File: src/rtl/dart_match_ctrl.sv
// dart_match_ctrl: sequences dart machine resets, throws and leg scoring for a best-of match.
// Optional coordinate range check enabled by defining COORD_CHECK_EN.
module dart_match_ctrl #(
  parameter int LEGS_TO_WIN = 3,
  parameter int TIMEOUT_CYC = 15
) (
  input  logic       clk,
  input  logic       reset,
  input  logic       match_start_i,
  input  logic       throw_valid_i,
  input  logic [7:0] throw_x_i,
  input  logic [7:0] throw_y_i,
  output logic       throw_ready_o,
  output logic       throw_reject_o,
  output logic       timeout_o,
  output logic       dm_reset_o,
  output logic       dm_come_o,
  output logic [7:0] dm_x_o,
  output logic [7:0] dm_y_o,
  input  logic       dm_p1_done_i,
  input  logic       dm_p2_done_i,
  input  logic       dm_p1_win_i,
  input  logic       dm_p2_win_i,
  input  logic       dm_game_set_i,
  output logic [2:0] leg_p1_o,
  output logic [2:0] leg_p2_o,
  output logic       match_done_o,
  output logic       match_winner_o
);
  typedef enum logic [2:0] {M_IDLE, DM_RST, DM_INIT, READY, ISSUE, WAIT_DONE, LEG_END, MATCH_END} state_t;
  state_t     r_state, w_next;
  logic [7:0] r_timer, r_x, r_y;
  logic [2:0] r_p1, r_p2, w_p1_inc, w_p2_inc;
  logic       r_timeout, r_reject, r_winner;
  logic       w_done, w_acc, w_bad, w_start, w_expire;
  always_comb begin
    w_done   = dm_p1_done_i | dm_p2_done_i;
    w_acc    = (r_state == READY) && throw_valid_i;
`ifdef COORD_CHECK_EN
    w_bad    = (throw_x_i > 8'd30) || (throw_y_i > 8'd30);
`else
    w_bad    = 1'b0;
`endif
    w_start  = match_start_i && (r_state == M_IDLE || r_state == MATCH_END);
    w_expire = (r_state == WAIT_DONE) && !w_done && (r_timer == 8'(TIMEOUT_CYC - 1));
    w_p1_inc = (r_p1 == 3'd7) ? 3'd7 : r_p1 + 3'd1;
    w_p2_inc = (r_p2 == 3'd7) ? 3'd7 : r_p2 + 3'd1;
    throw_ready_o  = r_state == READY;
    dm_come_o      = r_state == ISSUE;
    dm_reset_o     = !(r_state == M_IDLE || r_state == DM_RST);
    match_done_o   = r_state == MATCH_END;
    match_winner_o = (r_state == MATCH_END) && r_winner;
    w_next = r_state;
    case (r_state)
      M_IDLE:    w_next = match_start_i ? DM_RST : M_IDLE;
      DM_RST:    w_next = DM_INIT;
      DM_INIT:   w_next = (r_timer == 8'd2) ? READY : DM_INIT;
      READY:     w_next = (w_acc && !w_bad) ? ISSUE : READY;
      ISSUE:     w_next = WAIT_DONE;
      WAIT_DONE: w_next = w_done ? (dm_game_set_i ? LEG_END : READY) : (w_expire ? DM_RST : WAIT_DONE);
      LEG_END:   w_next = (dm_p1_win_i ? (w_p1_inc == 3'(LEGS_TO_WIN))
                                       : (dm_p2_win_i && (w_p2_inc == 3'(LEGS_TO_WIN)))) ? MATCH_END : DM_RST;
      MATCH_END: w_next = match_start_i ? DM_RST : MATCH_END;
      default:   w_next = M_IDLE;
    endcase
  end
  always_ff @(posedge clk) begin
    if (!reset) begin
      r_state   <= M_IDLE;
      r_timer   <= 8'd0;
      r_x       <= 8'd0;
      r_y       <= 8'd0;
      r_p1      <= 3'd0;
      r_p2      <= 3'd0;
      r_timeout <= 1'b0;
      r_reject  <= 1'b0;
      r_winner  <= 1'b0;
    end else begin
      r_state   <= w_next;
      r_timer   <= (r_state == DM_RST || r_state == ISSUE) ? 8'd0 :
                   (r_state == DM_INIT || r_state == WAIT_DONE) ? r_timer + 8'd1 : r_timer;
      r_timeout <= w_expire;
      r_reject  <= w_acc && w_bad;
      if (w_acc && !w_bad) begin
        r_x <= throw_x_i;
        r_y <= throw_y_i;
      end
      if (w_start) begin
        r_p1 <= 3'd0;
        r_p2 <= 3'd0;
      end else if (r_state == LEG_END) begin
        if (dm_p1_win_i) r_p1 <= w_p1_inc;
        else if (dm_p2_win_i) r_p2 <= w_p2_inc;
        r_winner <= !dm_p1_win_i && dm_p2_win_i;
      end
    end
  end
  assign throw_reject_o = r_reject;
  assign timeout_o      = r_timeout;
  assign dm_x_o         = r_x;
  assign dm_y_o         = r_y;
  assign leg_p1_o       = r_p1;
  assign leg_p2_o       = r_p2;
endmodule

File: config.mk
export PLATFORM = sky130hd
export DESIGN_NAME = dart_match_ctrl
export DESIGN_NICKNAME = d
export VERILOG_FILES = /design/src/rtl/dart_match_ctrl.sv
export SDC_FILE = /design/constraint.sdc
export NUM_CORES = 1
export LEC_CHECK = 0
export ABC_CLOCK_PERIOD_IN_PS = 1210
export CORE_MARGIN = 2
export CORE_UTILIZATION = 41
export DETAILED_ROUTE_END_ITERATION = 7
export PLACE_DENSITY_LB_ADDON = 0.2
export REMOVE_ABC_BUFFERS = 1
export SLEW_MARGIN = 20
export SYNTH_ARGS = -nofsm -noshare
export SYNTH_HDL_FRONTEND = slang
export SYNTH_SLANG_ARGS = --single-unit
File: constraint.sdc
create_clock -name clk -period 1.21 [get_ports clk]
set_input_delay 0.3025 -clock clk [delete_from_list [all_inputs] [get_ports clk]]
set_output_delay 0.3025 -clock clk [all_outputs]
set_load 0.02 [all_outputs]
==> out/qor.txt <==
Status: complete, but fails checks
Failing checks: negative setup slack
CP Capture Type: flip-flop
Worst r2r path cells: 4
Die Y: 67.2 um
Worst-path fanout max: 7
Yosys warning count: 0
Mux cell area share after synthesis: 0
Register area: 717 um2
Required time of the critical path: 1.38 ns
Max Root-Sink Buffers: 2
Clock Root Buffer: clkbuf_8
XOR/XNOR Fraction of Synth Area: 0.0375
First-pass GRT wire length: 7300 um
Mean number of vias per cell: 5.19
EDFF count, synth: 0
Largest net degree at the start of global routing: 18
Final core occ: 0.800
DR DRC count: 0
Vias: 1781
PwrDens: 772 nW/um2
Post-Synthesis Cells: 196
Endpoints failing setup: 39
Worst r2r src: r_state[1]$_SDFF_PN0_
Core Area: 3740 um2
Antenna violations before repair: 0
PortBufs: 52
Worst Hold Path EP: dm_x_o[1]$_SDFFE_PN0P_
Post-route minimum period: 1.46 ns
Routability Congestion: 0.829
Async SR Flop Fraction: 0
Met2 Resource Use GR: 0.382
Number of global-route vias before repair: 1598
Worst Min Path Start: dm_x_o[1]$_SDFFE_PN0P_
Antenna Cells: 0
Endpoints failing hold: 0
Cell variety after synth: 43
Nets@finish: 323
Post-DP Area: 2480 um2
Worst Hold Margin: 0.457 ns
CTS sink count: 35
Final period util: 1.21
Post-synthesis adder-cell area fraction: 0.0306
Max Cap Violations: 0
Clock Skew: 0.00381 ns
1st-iter DRT viols: 83
Post-Place Worst Slack: -0.594 ns
Largest family of logic cells by synthesized area: simple AND/OR/NAND/NOR gates
CP Launch Type: flip-flop
Sequential fraction of the synthesis area: 0.428
M1 GR Usage: 0.253
Met3 GRT Util: 0.0533
CP Class: flip-flop to flip-flop
TritonCTS clock tree: built
Post-route antenna net violation count: 0
Layout cells sized above 1: 0.515
R2R Setup Slk: -0.25 ns
Most frequent cells in the layout: 31 x buf_4, 30 x dfxtp_1, 24 x nand2_1, 20 x clkdlybuf4s50_1, 20 x buf_6
Starting Density: 0.437
Drt pass-1 iters: 4
Post-Synthesis Cell Area: 1640 um2
Power, Total: 2.31 mW
Post-Synth Simple-Gate Area: 0.286
Area of the multi-input gates: 1170 um2
Die area: 4510 um2
Worst hold path type: flip-flop to flip-flop
Detailed Place HPWL: 3010 um
Finished Cell Area: 3000 um2
H-tree depth: 2
Hold Crit Depth: 2
Fmax: 686 MHz
Synth Area in Compound Gates: 0.171
Leakage: 1.26 nW
CP arrival: 1.63 ns
Grt peak-use layer: met2
Gr usage total: 0.215
Reg2reg end: r_state[0]$_SDFF_PN0_
Worst-path clk slew: 0.07 ns
Final Non-Filler Cells: 343
Final worst-path setup slack: -0.248 ns
TritonCTS Buffers: 5
Total grt overflow: 0
Flops & latches, synth: 35
Inst Count DP: 324
Top FF cell, synth: dfxtp_1
RSZ-0062 raised after global routing: true
Area Growth Syn to Fin: 83.0%
Chip width: 67.2 um
Filler Cells Inserted: 233
Total negative slack: -5.97 ns
Leading cell type in the layout, fill and taps excluded: buf_4
Final wirelength: 5370 um
DR WL/cell: 15.6 um
Worst ir drop on vdd: 0.635 mV
Rows: 22
Final Max Slew Viols: 0
# IOs: 54
Synth Area per Inst: 8.35 um2
Worst-Skew Late Latency: 0.29 ns
[layout make-up]
class                      count  area share
clock inverter                 2     0.00418
tap                           48      0.0201
timing repair buffer         101       0.317
inverter                       3     0.00376
multi-input combinational    148       0.392
sequential                    35       0.239
clock buffer                   6      0.0242
[flip-flops by register name (all words and copies together), names as in the netlist]
name / flops
r_timer: 8
dm_x_o: 8
leg_p2_o: 3
dm_y_o: 8
timeout_o: 1
r_winner: 1
leg_p1_o: 3
r_state: 3
[how the worst max path moves through the flow]
stage,from,to,slack [ns],cells after the start
3_3_place_gp,dm_p2_done_i,r_state[0]$_SDFF_PN0_,-0.55,5
5_1_grt,r_state[1]$_SDFF_PN0_,r_state[0]$_SDFF_PN0_,-0.28,4
3_5_place_dp,dm_p1_done_i,r_state[0]$_SDFF_PN0_,-0.59,5
6_report,r_state[1]$_SDFF_PN0_,r_state[0]$_SDFF_PN0_,-0.25,4
2_1_floorplan,r_state[0]$_SDFF_PN0_,r_state[2]$_SDFF_PN0_,-0.46,4
4_1_cts,r_state[1]$_SDFF_PN0_,r_state[0]$_SDFF_PN0_,-0.21,4
[logic make-up (layout without fill, tap and decap cells)]
group / after synthesis / count (layout)
compound gates: 46 / 46
xor+xnor: 7 / 7
fa+ha+maj: 4 / 4
buf+inv: 13 / 112
flops: 35 / 35
other cells: 1 / 1
simple gates: 90 / 90
[synthesized netlist by cell type (2+ instances only)]
master	count	area, um2
dfxtp_1	35	701
clkbuf_1	2	7.51
a22oi_1	2	15.0
xor2_1	6	52.6
nand3_1	3	15.0
o2111ai_1	2	17.5
o211ai_1	4	30.0
nor2_1	18	67.6
and4_1	2	17.5
o21ai_0	3	15.0
o21ai_1	4	20.0
and3_1	4	25.0
and3b_1	2	17.5
a211oi_1	2	15.0
nand2_1	40	150
buf_4	3	22.5
buf_2	4	20.0
inv_1	2	7.51
nor4b_1	2	17.5
ha_1	4	50.1
nor3_1	3	15.0
nand2_2	2	12.5
and2_1	4	25.0
a21oi_1	22	110
o21a_1	2	15.0
nand2b_1	2	12.5
[critical path, stage by stage (launching register included)]
cell and delay, ns:
dfxtp_4 0.37, buf_6 0.13, or3b_1 0.35, a211o_1 0.28, o221a_1 0.22
[layer usage]
metal  routed length (um)  up-vias
met1                 2180      840
met5                    0        -
met3                  292       10
met4                   63        0
met2                 2830       52
li1                     -      879
[what timing repair did]
item / 4_1_cts / 5_1_grt
gates cloned: 0 / 1
pin swaps: 21 / 18
gates resized for setup: 136 / 81
hold buffers: 0 / 0
setup endpoints to repair: 63 / 51
buffers inserted: 8 / 4
hold endpoints to repair: 0 / 0
[where the power goes]
group / switching, mW / internal, mW
combinational: 0.149 / 0.173
sequential: 0.00943 / 1.15
clock: 0.425 / 0.402
Note: power is estimated with default switching activity, not from simulation.
